[src/rtl/cpu_parameters.sv]
// Shared CPU-side definitions for the data-memory bridge: FSM states, timeout default
// and strobe-size classification.
package cpu_parameters;

  typedef enum logic [1:0] {
    IDLE = 2'd0,
    REQ  = 2'd1,
    WAIT = 2'd2,
    RESP = 2'd3
  } dmem_state_t;

  localparam int DMEM_TIMEOUT = 255;

  localparam logic [1:0] SZ_BYTE = 2'd0;
  localparam logic [1:0] SZ_HALF = 2'd1;
  localparam logic [1:0] SZ_WORD = 2'd2;
  localparam logic [1:0] SZ_BAD  = 2'd3;

  // Strobe patterns at lane 0; legal strobes are these shifted by the byte offset.
  localparam logic [3:0] STRB_BYTE = 4'b0001;
  localparam logic [3:0] STRB_HALF = 4'b0011;
  localparam logic [3:0] STRB_WORD = 4'b1111;

  function automatic logic [1:0] strobe_size(input logic [3:0] strb);
    case (strb)
      4'b0001, 4'b0010, 4'b0100, 4'b1000: return SZ_BYTE;
      4'b0011, 4'b0110, 4'b1100:          return SZ_HALF;
      STRB_WORD:                          return SZ_WORD;
      default:                            return SZ_BAD;
    endcase
  endfunction

endpackage

[src/rtl/dmem_lane_align.sv]
// Combinational lane handling: store data shift, strobe/offset legality on the request side,
// and lane extraction of read data on the response side.
module dmem_lane_align
  import cpu_parameters::*;
#(
  parameter int XLEN = 32
) (
  input  logic [1:0]      cap_off_i,
  input  logic [3:0]      cap_strb_i,
  input  logic [XLEN-1:0] cap_data_i,
  output logic [XLEN-1:0] wdata_o,
  output logic            strb_ok_o,
  input  logic [1:0]      rsp_off_i,
  input  logic [3:0]      rsp_strb_i,
  input  logic [XLEN-1:0] rdata_i,
  output logic [15:0]     rdata_o
);

  logic [XLEN-1:0] rsh;

  assign wdata_o = cap_data_i << {cap_off_i, 3'b000};
  assign rsh     = rdata_i >> {rsp_off_i, 3'b000};

  // A strobe is legal only if its lowest lane matches the address offset and it stays in the word.
  always_comb begin
    strb_ok_o = 1'b0;
    case (strobe_size(cap_strb_i))
      SZ_BYTE: strb_ok_o = (cap_strb_i == (STRB_BYTE << cap_off_i));
      SZ_HALF: strb_ok_o = (cap_strb_i == (STRB_HALF << cap_off_i));
      SZ_WORD: strb_ok_o = (cap_off_i == 2'd0);
      default: strb_ok_o = 1'b0;
    endcase
  end

  always_comb begin
    rdata_o = 16'h0000;
    case (strobe_size(rsp_strb_i))
      SZ_BYTE: rdata_o = {{8{rsh[7]}}, rsh[7:0]};
      SZ_HALF: rdata_o = rsh[15:0];
      SZ_WORD: rdata_o = rdata_i[15:0];
      default: rdata_o = 16'h0000;
    endcase
  end

endmodule

[src/rtl/dmem_bridge.sv]
// Data-memory bridge: one outstanding load/store from the mem stage onto a valid/ready word bus,
// with alignment, range and response-timeout checking and a one-cycle registered hit pulse.
module dmem_bridge
  import cpu_parameters::*;
#(
  parameter int              XLEN       = 32,
  parameter logic [XLEN-1:0] ADDR_BASE  = 32'h0000_0000,
  parameter logic [XLEN-1:0] ADDR_LIMIT = 32'h0000_FFFF,
  parameter int              TIMEOUT    = DMEM_TIMEOUT
) (
  input  logic            clk,
  input  logic            rst_n,
  input  logic            r_v,
  input  logic            w_v,
  input  logic [XLEN-1:0] req_adr,
  input  logic [XLEN-1:0] req_data,
  input  logic [3:0]      req_strobe,
  output logic            busy,
  output logic            hit,
  output logic [15:0]     mem_res,
  output logic            mem_res_error,
  output logic            bus_req_v,
  input  logic            bus_req_ready,
  output logic            bus_we,
  output logic [XLEN-1:0] bus_adr,
  output logic [XLEN-1:0] bus_wdata,
  output logic [3:0]      bus_wstrb,
  input  logic            bus_rsp_v,
  input  logic [XLEN-1:0] bus_rdata,
  input  logic            bus_rsp_err
);

  localparam int             CW   = (TIMEOUT < 2) ? 1 : $clog2(TIMEOUT + 1);
  localparam logic [CW-1:0]  TO_C = CW'(TIMEOUT);

  dmem_state_t     state_q, state_d;
  logic [1:0]      adr_lo_q, adr_lo_d;
  logic [3:0]      strb_q, strb_d;
  logic [CW-1:0]   cnt_q, cnt_d;
  logic            hit_q, hit_d;
  logic            err_q, err_d;
  logic [15:0]     res_q, res_d;
  logic            req_v_q, req_v_d;
  logic            we_q, we_d;
  logic [XLEN-1:0] badr_q, badr_d;
  logic [XLEN-1:0] wdat_q, wdat_d;
  logic [3:0]      wstrb_q, wstrb_d;

  logic [XLEN-1:0] wdata_sh;
  logic            strb_ok;
  logic [15:0]     rd_res;
  logic            in_range;
  logic            fault;
  logic [CW-1:0]   cnt_inc;

  dmem_lane_align #(.XLEN(XLEN)) u_align (
    .cap_off_i  (req_adr[1:0]),
    .cap_strb_i (req_strobe),
    .cap_data_i (req_data),
    .wdata_o    (wdata_sh),
    .strb_ok_o  (strb_ok),
    .rsp_off_i  (adr_lo_q),
    .rsp_strb_i (strb_q),
    .rdata_i    (bus_rdata),
    .rdata_o    (rd_res)
  );

  // Offset subtraction keeps the range check a single unsigned compare, even with BASE = 0.
  assign in_range = (req_adr - ADDR_BASE) <= (ADDR_LIMIT - ADDR_BASE);
  assign fault    = (r_v & w_v) | ~strb_ok | ~in_range;
  assign cnt_inc  = cnt_q + CW'(1);

  always_comb begin
    state_d  = state_q;
    adr_lo_d = adr_lo_q;
    strb_d   = strb_q;
    cnt_d    = cnt_q;
    hit_d    = 1'b0;
    err_d    = err_q;
    res_d    = res_q;
    req_v_d  = req_v_q;
    we_d     = we_q;
    badr_d   = badr_q;
    wdat_d   = wdat_q;
    wstrb_d  = wstrb_q;
    case (state_q)
      IDLE: begin
        if (r_v | w_v) begin
          adr_lo_d = req_adr[1:0];
          strb_d   = req_strobe;
          if (fault) begin
            state_d = RESP;
            hit_d   = 1'b1;
            err_d   = 1'b1;
            res_d   = 16'h0000;
          end else begin
            state_d = REQ;
            req_v_d = 1'b1;
            we_d    = w_v;
            badr_d  = {req_adr[XLEN-1:2], 2'b00};
            wdat_d  = w_v ? wdata_sh : '0;
            wstrb_d = w_v ? req_strobe : 4'b0000;
          end
        end
      end
      REQ: begin
        if (bus_req_ready) begin
          req_v_d = 1'b0;
          cnt_d   = '0;
          if (bus_rsp_v) begin
            state_d = RESP;
            hit_d   = 1'b1;
            err_d   = bus_rsp_err;
            res_d   = we_q ? 16'h0000 : rd_res;
          end else begin
            state_d = WAIT;
          end
        end
      end
      WAIT: begin
        // A response in the last counted cycle still wins over the timeout.
        if (bus_rsp_v) begin
          state_d = RESP;
          hit_d   = 1'b1;
          err_d   = bus_rsp_err;
          res_d   = we_q ? 16'h0000 : rd_res;
        end else if (cnt_inc == TO_C) begin
          state_d = RESP;
          hit_d   = 1'b1;
          err_d   = 1'b1;
          res_d   = 16'h0000;
        end else begin
          cnt_d = cnt_inc;
        end
      end
      RESP: begin
        state_d = IDLE;
        err_d   = 1'b0;
        res_d   = 16'h0000;
      end
      default: state_d = IDLE;
    endcase
  end

  always_ff @(posedge clk or negedge rst_n) begin
    if (!rst_n) begin
      state_q  <= IDLE;
      adr_lo_q <= 2'b00;
      strb_q   <= 4'b0000;
      cnt_q    <= '0;
      hit_q    <= 1'b0;
      err_q    <= 1'b0;
      res_q    <= 16'h0000;
      req_v_q  <= 1'b0;
      we_q     <= 1'b0;
      badr_q   <= '0;
      wdat_q   <= '0;
      wstrb_q  <= 4'b0000;
    end else begin
      state_q  <= state_d;
      adr_lo_q <= adr_lo_d;
      strb_q   <= strb_d;
      cnt_q    <= cnt_d;
      hit_q    <= hit_d;
      err_q    <= err_d;
      res_q    <= res_d;
      req_v_q  <= req_v_d;
      we_q     <= we_d;
      badr_q   <= badr_d;
      wdat_q   <= wdat_d;
      wstrb_q  <= wstrb_d;
    end
  end

  assign busy          = (state_q != IDLE);
  assign hit           = hit_q;
  assign mem_res       = res_q;
  assign mem_res_error = err_q;
  assign bus_req_v     = req_v_q;
  assign bus_we        = we_q;
  assign bus_adr       = badr_q;
  assign bus_wdata     = wdat_q;
  assign bus_wstrb     = wstrb_q;

endmodule

[config.mk]
export PLATFORM = sky130hd
export DESIGN_NAME = dmem_bridge
export DESIGN_NICKNAME = d
export VERILOG_FILES = /design/src/rtl/cpu_parameters.sv /design/src/rtl/dmem_lane_align.sv /design/src/rtl/dmem_bridge.sv
export SDC_FILE = /design/constraint.sdc
export NUM_CORES = 1
export LEC_CHECK = 0
export ABC_AREA = 1
export CORE_ASPECT_RATIO = 2
export CORE_MARGIN = 2
export CORE_UTILIZATION = 64
export DETAILED_ROUTE_END_ITERATION = 12
export DONT_BUFFER_PORTS = 1
export PLACE_DENSITY = 0.91
export SETUP_SLACK_MARGIN = 0.02
export SLEW_MARGIN = 0
export SYNTH_ARGS = -nofsm -noshare
export SYNTH_HDL_FRONTEND = slang
export SYNTH_SLANG_ARGS = --single-unit
[constraint.sdc]
create_clock -name clk -period 2.7 [get_ports clk]
set_input_delay 0.405 -clock clk [delete_from_list [all_inputs] [get_ports clk]]
set_output_delay 0.405 -clock clk [all_outputs]
set_load 0.01 [all_outputs]
## After elaboration in Yosys (flattened, before gate mapping)

Memory sizes are Yosys's and may differ from the RTL's.
Index checks and enable logic that the tools add are counted.

| cells by class | value |
|---|---|
| add/sub/neg operators | 1 |
| magnitude comparators | 1 |
| eq/ne operators | 18 |
| shift-type cells | 4 |
| mux-type cells | 41 |
| bitwise operators | 7 |
| reduce and logical (&&, ||, !) cells | 13 |

Operators by type and width:

| operator | count |
|---|---|
| $mux W16 | 7 |
| $pmux W16 S4 | 1 |
| $pmux W16 S3 | 1 |
| $le A32 B16 Y1 const B | 1 |
| $mux W32 | 1 |
| $shl A32 B5 Y32 | 1 |
| $shr A32 B5 Y16 | 1 |
| $mux W8 | 3 |
| $mux W1 | 16 |
| $pmux W8 S2 | 1 |
| $ne A2 B2 Y1 const B | 7 |
| $mux W2 | 5 |
| $add A8 B1 Y8 const B | 1 |
| $eq A2 B2 Y1 const B | 4 |
| $eq A4 B4 Y1 | 2 |
| $eq A8 B8 Y1 const B | 1 |
| $logic_not A2 Y1 | 4 |
| $pmux W2 S4 | 1 |
| $reduce_and A4 Y1 | 2 |
| $eq A2 B1 Y1 const B | 3 |
| $pmux W1 S3 | 2 |
| $reduce_and A3 Y1 | 2 |
| $reduce_bool A2 Y1 | 3 |
| $reduce_and A5 Y1 | 1 |
| other kinds (10) | 14 |

| storage, ports and cells | value |
|---|---|
| register bits | 102 |
| bits in read-only memories | 64 |
| input port bits | 107 |
| output and inout bits | 89 |
| word-level logic and storage cells | 99 |
| memories kept | 2 |

Memory list:

| name | depth | bits a word | rd ports | clocked after memory_dff | write ports | line | source |
|---|---|---|---|---|---|---|---|
| (name not given) | 16 | 2 | 1 | 0 | 0 | cpu_parameters.sv:25 | `case (strb)` |
| (name not given) | 16 | 2 | 1 | 0 | 0 | cpu_parameters.sv:25 |  |

## Longest topological paths before layout

Gate-level depths: netlist of run 1.

| depth | value |
|---|---|
| depth after elaboration | 9 |
| depth in mapped cells | 18 |
| gate-level depth less buffers | 18 |

## Modules after synthesis

Synthesis of run 1 repeated with hierarchy kept, for this count alone.

| unflattened totals | value |
|---|---|
| cells, all modules | 802 |
| area, all modules | 6112.1 sq um |

Modules (own cells, without submodules):

| module | instances | cells an instance | area an instance (sq um) | seq. area each (sq um) |
|---|---|---|---|---|
| dmem_bridge | 1 | 519 | 4680.7 | 2552.4 |
| dmem_lane_align | 1 | 283 | 1431.4 | 0.0 |

## Worst setup path before layout of run 1

OpenSTA, ideal clock, no wires.

| timing | value |
|---|---|
| path type | input -> register |
| from | input req_strobe[0] |
| to | register res_q[13] (netlist: mem_res[13]) |
| setup time | 0.117 ns |
| data arrival time | 1.913 ns |
| required time | 2.583 ns |
| path slack | 0.670 ns |
| cell stages on the path | 17 |
| path buffers | 1 |
| cells stage by stage | inv_1 > ha_1 > nand2_1 > nand3_1 > nand2_1 > nand2_1 > nand2_2 > nand2_1 > nand2_1 > nand2_1 > nor2_1 > nand2_1 > nand2_4 > nand3_4 > buf_2 > nand3b_1 > nand2_1 |

| on the way | value |
|---|---|
| cells in the longest elaborated chain, start to end | 8 |
| elaborated cells between the ends (all ways) | 12 |
| classes of those cells | eq/ne (5); mux (1); bitwise (3); reduce/logical (2); memory (1) |

RTL lines:

| item | line | source |
|---|---|---|
| from (decl) | dmem_bridge.sv:17 | `input logic [3:0] req_strobe,` |
| $mem_v2 Z16 W2 | - |  |
| $eq A2 B2 Y1, or another cell as far along | dmem_lane_align.sv:27 | `case (strobe_size(cap_strb_i))` |
| $pmux W1 S3 * | dmem_lane_align.sv:27 |  |
| $not A1 Y1 * | dmem_bridge.sv:70 | `assign fault = (r_v & w_v) \| ~strb_ok \| ~in_range;` |
| $or A1 B1 Y1 * (2 in a row) | dmem_bridge.sv:70 |  |
| $ne A2 B2 Y1 (no line) * | - |  |
| $reduce_and A5 Y1 (no line) * | - |  |
| to (signal assigned) | dmem_bridge.sv:166 | `res_q <= res_d;` |
| to (decl) | dmem_bridge.sv:42 | `logic [15:0] res_q, res_d;` |

Every way passes the cells marked *; elsewhere a longest branch is shown, timed or not.
A chain may end at the register's enable or synchronous reset.

## Worst setup path after layout of run 1

| timing | value |
|---|---|
| from | register strb_q[0] |
| to | register res_q[10] (netlist: mem_res[10]) |

| on the way | value |
|---|---|
| cells in the longest elaborated chain, start to end | 7 |
| elaborated cells between the ends (all ways) | 10 |
| classes of those cells | eq/ne (2); mux (6); reduce/logical (1); memory (1) |

RTL lines:

| item | line | source |
|---|---|---|
| from (decl) | dmem_bridge.sv:38 | `logic [3:0] strb_q, strb_d;` |
| from (signal assigned) | dmem_bridge.sv:162 | `strb_q <= strb_d;` |
| $mem_v2 Z16 W2 * | - |  |
| $eq A2 B2 Y1, or another cell as far along | dmem_lane_align.sv:37 | `case (strobe_size(rsp_strb_i))` |
| $pmux W16 S3 * | dmem_lane_align.sv:37 |  |
| $mux W16 * | dmem_bridge.sv:114, dmem_bridge.sv:126 |  |
| $mux W16 | dmem_bridge.sv:110 | `if (bus_rsp_v) begin` |
| $mux W16 | dmem_bridge.sv:107 | `if (bus_req_ready) begin` |
| $pmux W16 S4 * | dmem_bridge.sv:86 | `case (state_q)` |

Every way passes the cells marked *; elsewhere a longest branch is shown, timed or not. The select of a mux whose other input is x is not followed.

==> results.py, run 1 <==
metrics = {
    "sta": {
        "setup-tns-final_ps": 0,
        "unrepaired_setup_endpoints_after_global_routing": "false",
        "slew_headroom_pct": 63.1,
        "min_period_over_period_pct": 85.7,
        "final.setup_skew_ps": 5.63,
        "final_count_of_negative_setup_slack_endpoints": 0,
        "worst-slew-pin-transition_ps": 554,
        "fin_worst_hold_slack_ps": -253,
        "timing.final.crit_period_ps": 2310,
        "report.final.hold_viol_count": 102,
        "postLayoutSetupSlackWorst_ps": 387,
        "number_of_max_slew_violations_in_the_final_report": 0,
        "timing.fmax_mhz": 432,
    },
    "synthesis": {
        "synth_cell_type_count": 35,
        "synthCells": 768,
        "synth_seq_area_share_pct": 44.5,
        "synth_seq_cells": 102,
        "yosys_warnings": 0,
        "post_synth_instance_area_um2": 5740,
        "syn_avg_cell_area_um2": 7.47,
    },
    "worst_setup_path": {
        "crit-reg2reg-capture": "mem_res[10]$_DFFE_PN0P_",
        "critical_path.max_fanout": 8,
        "criticalPathCategory": "reg2reg",
        "critPathLaunchType": "register",
        "regToRegSetupSlack_ps": 390,
        "critical_path.endpoint_type": "register",
        "regToRegStartpoint": "strb_q[0]$_DFFE_PN0P_",
        "timing.reg2reg.worst_path_depth": 11,
        "worst-endpoint-required_ps": 2990,
        "timing.critical_path.slowest_cell_delay_ps": 390,
        "cpMostUsedCell": "nand2_1",
        "cp_cell_sequence": "inv_1 > ha_1 > or2_2 > a32oi_1 > inv_1 > nor2_1 > nand2_1 > nand3_1 > nand2_1 > nand3b_1 > nand2_1",
        "timing.critical_path.arrival_ps": 2600,
        "slowest_stage": "dfrtp_1",
    },
    "route": {
        "drt-wirelength-per-cell_um": 17.3,
        "drcViolationCount": 0,
        "drt_iter0_markers": 568,
        "viasPerCell": 6.05,
        "detailedRoute.firstPassIterationCount": 8,
        "ant_nets": 0,
        "detailroute.via_count": 5158,
        "total_wire_length_after_detailed_routing_um": 14800,
    },
    "clock_network": {
        "cts_inserted_buffers": 9,
        "cts_root_buffer": "clkbuf_16",
        "clk-insertion-delay-late_ps": 350,
        "tritoncts": "done",
        "cts_sinks": 102,
        "cts_max_path_buffers": 2,
        "htree_levels": 3,
        "clk_pin_slew_worst_paths_ps": 70,
    },
    "layout": {
        "proportion_of_layout_cells_with_a_drive_suffix_above_1_pct": 7.71,
        "antennaDiodeCount": 0,
        "final_net_count": 866,
        "growth_of_design_area_from_synthesis_to_finish_pct": 5.62,
        "layout.cell_area.non_filler_um2": 6060,
    },
    "grt": {
        "grtUsageTotal_pct": 30.0,
        "grt_remaining_overflow": 0,
        "vias_in_the_first_global_route": 4835,
        "number_of_antenna_violations_at_the_first_check_in_global_routing": 0,
        "grt_start_max_net_pins": 103,
        "first_pass_grt_wire_length_um": 22900,
    },
    "floorplanning": {
        "chipHeight_um": 138,
        "floorplan.initialDensity_pct": 66.4,
        "io_pins": 196,
        "core_area_um2": 8650,
        "fp.dieArea_um2": 9790,
        "die_x_um": 71.0,
        "rows": 48,
    },
    "placement": {
        "placed_cell_area_um2": 5750,
        "dpl.hpwl_um": 11000,
        "dp_worst_setup_slack_ps": 287,
        "count_of_buffers_inserted_at_the_top_level_ports": 0,
        "finalWeightedCongestion": 0.887,
    },
    "flow_run": {
        "max_capacitance_violation_count": 0,
    },
    "hold_path": {
        "holdCritPathClass": "in2async",
    },
    "run_status": {
        "outcome": "finished with violations",
        "failed_checks": "hold timing",
    },
    "pwr": {
        "total_power_uw": 5290,
        "power.ir.vdd_worst_mv": 0.568,
        "cellPowerDensity_nw_per_um2": 873,
        "leakagePower_uw": 0.00312,
    },
}
worst max-delay path: cells and delay by family, from the launching register on:
| family | cells | cell delay, ps |
|---|---|---|
| buffers and inverters | 2 | 200 |
| AOI/OAI and AO/OA | 1 | 250 |
| adders and majority gates | 1 | 220 |
| and+or+nand+nor | 7 | 1200 |
| DFF | 1 | 390 |
power breakdown:
group          internal [uW]  switching, uW  total [uW]
combinational            649           1330        1970
sequential              1720            249        1970
clock                    740            608        1350
total                   3110           2180        5290
metal layers:
layer / share of wire (%) / GRT usage (%) / vias up / wire [um]
li1: - / - / 2430 / -
met1: 34 / 31.0 / 2378 / 5020
met2: 53 / 54.9 / 290 / 7820
met3: 8.1 / 7.27 / 60 / 1200
met4: 4.8 / 15.8 / 0 / 714
met5: 0 / 0 / - / 0
Yosys cell counts:
master	instances	share of area [%]
nand2_1	243	16
dfrtp_1	102	44
nand3_1	74	6.5
inv_1	68	4.4
o21ai_0	68	5.9
o21ai_1	44	3.8
nor2_1	27	1.8
clkbuf_1	19	1.2
a21oi_1	17	1.5
buf_2	14	1.2
nand2_2	13	1.4
ha_1	12	2.6
or2_2	11	1.2
mux2i_1	8	1.4
nand3b_1	8	1.0
xor2_1	6	0.92
buf_1	4	0.26
buf_4	4	0.52
nor3_1	4	0.35
nor4_1	3	0.33
a31oi_1	2	0.22
nand2_4	2	0.39
nand3_2	2	0.35
nand4_1	2	0.22
a211o_1	1	0.15
a21oi_2	1	0.15
a31oi_2	1	0.22
a32oi_1	1	0.15
and2b_1	1	0.13
buf_8	1	0.26
conb_1	1	0.065
inv_2	1	0.065
nand3_4	1	0.31
nand4_4	1	0.37
o32ai_1	1	0.15
flip-flops by register name (all words and copies together) (netlist names):
signal	flops
bus_req_v	1
mem_res_error	1
state_q	2
adr_lo_q	2
cnt_q	8
bus_we	1
mem_res	16
strb_q	4
hit	1
bus_wstrb	4
bus_wdata	32
bus_adr	30
layout make-up:
cell class / count / area (um^2)
multi-input cells: 556 / 2730
fillers: 686 / 2590
flip-flops and latches: 102 / 2550
inverters: 69 / 259
clock buffers: 9 / 225
well taps: 100 / 125
clock inverters: 7 / 90.1
repair buffers: 9 / 80.1
how the worst max path moves through the flow:
stage	start	slack [ps]	endpoint
after detailed placement	req_strobe[1]	290	mem_res[2]$_DFFE_PN0P_
after CTS	strb_q[0]$_DFFE_PN0P_	420	mem_res[10]$_DFFE_PN0P_
after global placement	req_strobe[1]	460	mem_res[14]$_DFFE_PN0P_
final	strb_q[0]$_DFFE_PN0P_	390	mem_res[10]$_DFFE_PN0P_
after floorplan	req_strobe[0]	670	mem_res[13]$_DFFE_PN0P_
after global routing	strb_q[0]$_DFFE_PN0P_	150	mem_res[15]$_DFFE_PN0P_
metrics by stage:
step / utilization (%) / instances
after floorplan: - / 769
after global placement: 66.4 / 836
after detailed placement: 66.4 / 836
after CTS: 70.1 / 852
after global routing: 70.1 / 852
final: 70.1 / 852
logic make-up (layout without fill, tap and decap cells):
| kind of cell | after synthesis | count (layout) | share of synthesized area (%) |
|---|---|---|---|
| flops | 102 | 102 | 44.5 |
| other cells | 1 | 2 | 0.0653 |
| compound gates | 136 | 136 | 12.3 |
| fa+ha+maj | 12 | 12 | 2.62 |
| mux | 8 | 8 | 1.40 |
| buf+inv | 111 | 94 | 8.02 |
| simple gates | 392 | 392 | 30.2 |
| xor+xnor | 6 | 6 | 0.916 |
repair_timing:
action | in CTS | in global routing
endpoints found under the hold margin | 102 | 102
resized for setup | 0 | 0
buffers inserted | 0 | 0
cells in the final DEF (no fill, tap or decap), types with 2 or more instances in the layout:
master and n:
o21ai_1 44, inv_8 2, nand2_2 13, nor3_1 4
o21ai_0 68, nor4_1 3, or2_2 11, nor2_1 27
a31oi_1 2, nand2_1 243, conb_1 2, nand4_1 2
dfrtp_1 102, a21oi_1 17, mux2i_1 8, ha_1 12
inv_1 68, nand3b_1 8, nand3_1 74, buf_4 8
xor2_1 6, nand2_4 2, nand3_2 2, clkbuf_16 9
No activity file was read; power rests on OpenSTA's default activity.
==> inputs of run 2 (changes only) <==
--- a/config.mk
+++ b/config.mk
@@ -11,6 +11,7 @@
 export CORE_UTILIZATION = 64
 export DETAILED_ROUTE_END_ITERATION = 12
 export DONT_BUFFER_PORTS = 1
+export MAX_ROUTING_LAYER = met4
 export PLACE_DENSITY = 0.91
 export SETUP_SLACK_MARGIN = 0.02
 export SLEW_MARGIN = 0
==> constraint.sdc (replaced) <==
create_clock -name clk -period 2.4 [get_ports clk]
set_input_delay 0.36 -clock clk [delete_from_list [all_inputs] [get_ports clk]]
set_output_delay 0.36 -clock clk [all_outputs]
set_load 0.01 [all_outputs]
==> run 2 against run 1 <==
The run still ends with hold timing left. Wire length up 4.5%. Sequential power up 13%. Die area stayed put. Combinational power up 23%. Maximum frequency grew 2.2%. Hold slack got worse by 47 ps. Final cell count is 0.82% higher. Clock power rose by 9%. Sequential share of layout area fell by 0.49 points. Highest routed layer unchanged.
==> results.py, run 2 (synthesized netlist as in run 1, its figures left out) <==
metrics = {
    "run_status": {
        "outcome": "finished with violations",
        "failed_checks": "hold timing",
    },
    "route": {
        "detailroute.via_count": 5274,
        "ant_nets": 0,
        "detailedRoute.firstPassIterationCount": 6,
        "viasPerCell": 6.14,
        "drcViolationCount": 0,
        "drt_iter0_markers": 434,
        "drt-wirelength-per-cell_um": 17.9,
        "total_wire_length_after_detailed_routing_um": 15400,
    },
    "grt": {
        "grtUsageTotal_pct": 32.7,
        "grt_remaining_overflow": 0,
        "vias_in_the_first_global_route": 5165,
        "number_of_antenna_violations_at_the_first_check_in_global_routing": 0,
        "grt_start_max_net_pins": 103,
        "first_pass_grt_wire_length_um": 24100,
    },
    "clock_network": {
        "cts_root_buffer": "clkbuf_16",
        "clk_pin_slew_worst_paths_ps": 80,
        "tritoncts": "done",
        "cts_sinks": 102,
        "clk-insertion-delay-late_ps": 360,
        "cts_inserted_buffers": 9,
        "htree_levels": 3,
        "cts_max_path_buffers": 2,
    },
    "worst_setup_path": {
        "crit-reg2reg-capture": "mem_res[8]$_DFFE_PN0P_",
        "timing.reg2reg.worst_path_depth": 12,
        "criticalPathCategory": "reg2reg",
        "timing.critical_path.arrival_ps": 2550,
        "critPathLaunchType": "register",
        "critical_path.endpoint_type": "register",
        "worst-endpoint-required_ps": 2690,
        "regToRegSetupSlack_ps": 140,
        "regToRegStartpoint": "strb_q[0]$_DFFE_PN0P_",
        "critical_path.max_fanout": 8,
    },
    "sta": {
        "worst-slew-pin-transition_ps": 580,
        "min_period_over_period_pct": 94.3,
        "timing.fmax_mhz": 442,
        "unrepaired_setup_endpoints_after_global_routing": "false",
        "slew_headroom_pct": 61.3,
        "postLayoutSetupSlackWorst_ps": 136,
        "setup-tns-final_ps": 0,
        "number_of_max_slew_violations_in_the_final_report": 0,
        "final_count_of_negative_setup_slack_endpoints": 0,
        "report.final.hold_viol_count": 102,
        "timing.final.crit_period_ps": 2260,
        "final.setup_skew_ps": 13.3,
        "fin_worst_hold_slack_ps": -300,
    },
    "layout": {
        "fillers": 678,
        "proportion_of_layout_cells_with_a_drive_suffix_above_1_pct": 9.09,
        "antennaDiodeCount": 0,
        "final_net_count": 873,
        "final-instance-count-excl-fill": 859,
        "layout_common_cells": "243 x nand2_1, 102 x dfrtp_1, 71 x nand3_1",
        "mostFrequentLayoutCell": "nand2_1",
        "growth_of_design_area_from_synthesis_to_finish_pct": 6.87,
        "largest_register_ff_count": 32,
    },
    "flow_run": {
        "max_capacitance_violation_count": 0,
    },
    "pwr": {
        "p_int_uw": 3510,
        "power_switching_share_pct": 42.7,
        "cellPowerDensity_nw_per_um2": 999,
        "clockPowerShare_pct": 24.0,
        "share_seq_of_total_power_pct": 36.3,
        "power.ir.vdd_worst_mv": 0.557,
        "power.combinational.fraction_pct": 39.7,
        "leakagePower_uw": 0.00316,
        "netSwitchingPower_uw": 2610,
    },
    "floorplanning": {
        "chipHeight_um": 138,
        "fp.dieArea_um2": 9790,
        "rows": 48,
        "io_pins": 196,
        "floorplan.initialDensity_pct": 66.4,
        "core_area_um2": 8650,
        "die_x_um": 71.0,
    },
    "placement": {
        "dp_worst_setup_slack_ps": 43.4,
        "number_of_instances_in_the_placed_design": 841,
        "finalWeightedCongestion": 1.03,
        "count_of_buffers_inserted_at_the_top_level_ports": 0,
        "dpl.hpwl_um": 11400,
    },
    "hold_path": {
        "holdCritPathClass": "in2async",
    },
}
run 2: repair_timing:
item,4_1_cts,5_1_grt
hold endpoints to repair,102,102
setup endpoints to repair,0,22
resized for setup,0,6
setup buffers,0,2
run 2: worst max path at each step:
stage / from / to / slack (ps)
4_1_cts: cnt_q[0]$_DFFE_PN0P_ / mem_res[10]$_DFFE_PN0P_ / 90
2_1_floorplan: cnt_q[0]$_DFFE_PN0P_ / mem_res[10]$_DFFE_PN0P_ / 390
3_3_place_gp: req_strobe[0] / mem_res[0]$_DFFE_PN0P_ / 170
5_1_grt: cnt_q[0]$_DFFE_PN0P_ / mem_res[3]$_DFFE_PN0P_ / 8
3_5_place_dp: req_strobe[0] / mem_res[3]$_DFFE_PN0P_ / 40
6_report: strb_q[0]$_DFFE_PN0P_ / mem_res[8]$_DFFE_PN0P_ / 140
run 2: layout make-up:
class / instances / area [um^2] / share of cell area, %
Clock buffer: 9 / 225 / 3.67
Clock inverter: 7 / 85.1 / 1.39
Inverter: 69 / 259 / 4.22
Multi-Input combinational cell: 556 / 2750 / 44.8
Sequential cell: 102 / 2550 / 41.6
Tap cell: 100 / 125 / 2.04
Timing Repair Buffer: 16 / 136 / 2.22
run 2: through the flow:
step,total power [uW],instance area [um^2],utilization (%)
4_1_cts,6030,6090,70.5
3_3_place_gp,4410,5780,66.9
6_report,6120,6130,70.9
2_1_floorplan,3930,5740,-
5_1_grt,6490,6130,70.9
3_5_place_dp,4530,5780,66.9
run 2: power groups by stage:
stage / Clock, uW / Combinational (uW) / Sequential (uW)
after floorplan: 0 / 1770 / 2160
after CTS: 1500 / 2310 / 2220
after global routing: 1560 / 2680 / 2250
after detailed placement: 0 / 2270 / 2250
final: 1470 / 2430 / 2230
after global placement: 0 / 2170 / 2240
run 2: routing by layer:
layer / global-route usage [%] / wire length [um]
met4: 23.5 / 954
met3: 5.16 / 1050
met1: 32.9 / 5180
met5: - / 0
met2: 56.6 / 8240
run 2: critical path: stages, from the launching register on:
cell	delay (ps)
dfrtp_1	390
inv_1	90
ha_1	210
or2_2	310
a32oi_1	270
inv_1	130
nor2_1	120
buf_4	180
nand2_1	60
nand3_1	110
nand2_1	90
nand3b_1	160
nand2_1	70
==> inputs of run 3 (changes only) <==
--- a/config.mk
+++ b/config.mk
@@ -8,11 +8,11 @@
 export ABC_AREA = 1
 export CORE_ASPECT_RATIO = 2
 export CORE_MARGIN = 2
-export CORE_UTILIZATION = 64
+export CORE_UTILIZATION = 35
 export DETAILED_ROUTE_END_ITERATION = 12
 export DONT_BUFFER_PORTS = 1
 export MAX_ROUTING_LAYER = met4
-export PLACE_DENSITY = 0.91
+export PLACE_DENSITY = 0.6
 export SETUP_SLACK_MARGIN = 0.02
 export SLEW_MARGIN = 0
 export SYNTH_ARGS = -nofsm -noshare
==> run 3 against run 2 <==
The flow still finishes with violations (hold timing). Critical path type unchanged. Via count is 8.0% lower. Non-clock buffer count is 1 lower. Global-route usage fell by 14 points. Setup slack improved by 130 ps.
==> results.py, run 3 (synthesized netlist as in run 1, its figures left out) <==
metrics = {
    "grt": {
        "grt_remaining_overflow": 0,
        "grt_start_max_net_pins": 103,
        "vias_in_the_first_global_route": 4760,
        "number_of_antenna_violations_at_the_first_check_in_global_routing": 0,
        "first_pass_grt_wire_length_um": 25100,
        "grtUsageTotal_pct": 19.0,
    },
    "route": {
        "drt-wirelength-per-cell_um": 16.6,
        "drcViolationCount": 0,
        "viasPerCell": 5.04,
        "ant_nets": 0,
        "total_wire_length_after_detailed_routing_um": 16000,
        "detailroute.via_count": 4852,
        "detailedRoute.firstPassIterationCount": 4,
        "drt_iter0_markers": 159,
    },
    "floorplanning": {
        "io_pins": 196,
        "core_area_um2": 16200,
        "fp.dieArea_um2": 17500,
        "chipHeight_um": 185,
        "rows": 66,
        "die_x_um": 94.5,
        "floorplan.initialDensity_pct": 35.5,
    },
    "worst_setup_path": {
        "critPathLaunchType": "register",
        "timing.reg2reg.worst_path_depth": 10,
        "timing.critical_path.arrival_ps": 2370,
        "critical_path.endpoint_type": "register",
        "critical_path.max_fanout": 17,
        "worst-endpoint-required_ps": 2630,
        "criticalPathCategory": "reg2reg",
    },
    "layout": {
        "proportion_of_layout_cells_with_a_drive_suffix_above_1_pct": 8.58,
        "finish.utilization_pct": 38.7,
        "antennaDiodeCount": 0,
        "largest_register_ff_count": 32,
        "final_net_count": 872,
        "final-instance-count-excl-fill": 962,
        "growth_of_design_area_from_synthesis_to_finish_pct": 9.03,
        "mostFrequentLayoutCell": "nand2_1",
        "layout_common_cells": "243 x nand2_1, 102 x dfrtp_1, 73 x nand3_1",
    },
    "sta": {
        "setup-tns-final_ps": 0,
        "timing.fmax_mhz": 469,
        "final_count_of_negative_setup_slack_endpoints": 0,
        "final.setup_skew_ps": 13.6,
        "number_of_max_slew_violations_in_the_final_report": 0,
        "unrepaired_setup_endpoints_after_global_routing": "false",
        "report.final.hold_viol_count": 102,
        "fin_worst_hold_slack_ps": -293,
        "min_period_over_period_pct": 88.9,
        "timing.final.crit_period_ps": 2130,
    },
    "placement": {
        "count_of_buffers_inserted_at_the_top_level_ports": 0,
        "number_of_instances_in_the_placed_design": 946,
        "finalWeightedCongestion": 0.865,
        "dpl.hpwl_um": 12000,
    },
    "pwr": {
        "power.ir.vdd_worst_mv": 0.343,
        "cellPowerDensity_nw_per_um2": 967,
        "clockPowerShare_pct": 25.7,
        "p_int_uw": 3570,
        "power_switching_share_pct": 41.0,
        "total_power_uw": 6050,
        "share_seq_of_total_power_pct": 36.1,
        "leakagePower_uw": 0.00315,
        "power.combinational.fraction_pct": 38.1,
        "netSwitchingPower_uw": 2480,
    },
    "clock_network": {
        "cts_max_path_buffers": 2,
        "cts_sinks": 102,
        "cts_root_buffer": "clkbuf_16",
        "clk-insertion-delay-late_ps": 350,
        "cts_setup_buffers": 0,
        "clk_pin_slew_worst_paths_ps": 80,
        "cts_inserted_buffers": 9,
        "htree_levels": 3,
        "tritoncts": "done",
    },
    "run_status": {
        "outcome": "finished with violations",
        "failed_checks": "hold timing",
    },
    "flow_run": {
        "max_capacitance_violation_count": 0,
    },
    "hold_path": {
        "holdCritPathClass": "in2async",
    },
}
==> run 3: cell types whose count changed in the layout (fill, tap and decap cells not counted), sizes merged <==
cell	before	now
buf	16	15
bufinv	0	1
clkinv	3	1
inv	72	73
==> run 3: final timing paths <==
| path | from | endpoint | slack, ps |
|---|---|---|---|
| max in group asynchronous | rst_n | bus_wdata[28]$_DFFE_PN0P_ | 2560 |
| min in group clk | req_adr[12] | bus_adr[12]$_DFFE_PN0P_ | 140 |
| min | rst_n | cnt_q[7]$_DFFE_PN0P_ | -290 |
| min reg2reg | cnt_q[6]$_DFFE_PN0P_ | cnt_q[6]$_DFFE_PN0P_ | 480 |
| max | cnt_q[0]$_DFFE_PN0P_ | mem_res_error$_DFFE_PN0P_ | 270 |
| max reg2reg | cnt_q[0]$_DFFE_PN0P_ | mem_res_error$_DFFE_PN0P_ | 270 |
==> run 3: per-layer routing <==
layer	track usage (%)	share of wire (%)	vias to the layer above
met5	-	0	-
met4	6.26	2.2	0
met3	4.72	6.5	23
met2	34.7	56	163
met1	19.7	36	2217
li1	-	-	2449
==> run 3: power by group through the flow <==
stage	clock (uW)	sequential [uW]	combinational, uW
floorplan	0	2160	1770
global placement	0	2220	2260
detailed placement	0	2230	2290
CTS	1610	2200	2300
global route	1680	2230	2640
finish	1560	2190	2310
==> run 3: what timing repair did <==
| item | in CTS | in global routing |
|---|---|---|
| hold endpoints to repair | 102 | 102 |
| gates resized for setup | 0 | 3 |
| setup endpoints to repair | 0 | 8 |
==> run 3: final cells by class <==
type	instances	area, um^2
Clock buffer	9	225
Clock inverter	7	88.8
Fill cell	1746	9930
Inverter	69	259
Multi-Input combinational cell	556	2740
Sequential cell	102	2550
Tap cell	204	255
Timing Repair Buffer	15	141
==> run 3: stage by stage <==
step | worst slack, ps | cell area (um^2)
2_1_floorplan | 385 | 5740
3_3_place_gp | 191 | 5930
3_5_place_dp | 150 | 5930
4_1_cts | 229 | 6250
5_1_grt | 29.7 | 6260
6_report | 266 | 6260
==> run 3: critical path, stage by stage (launching register included) <==
cell     delay (ps)
dfrtp_1         420
ha_1            230
xor2_1          170
nand2_1          70
nor3_1          190
nand4_1         150
a21oi_2         220
and2b_1         240
nand2_4         180
nand2_1         110
nand2_1          50
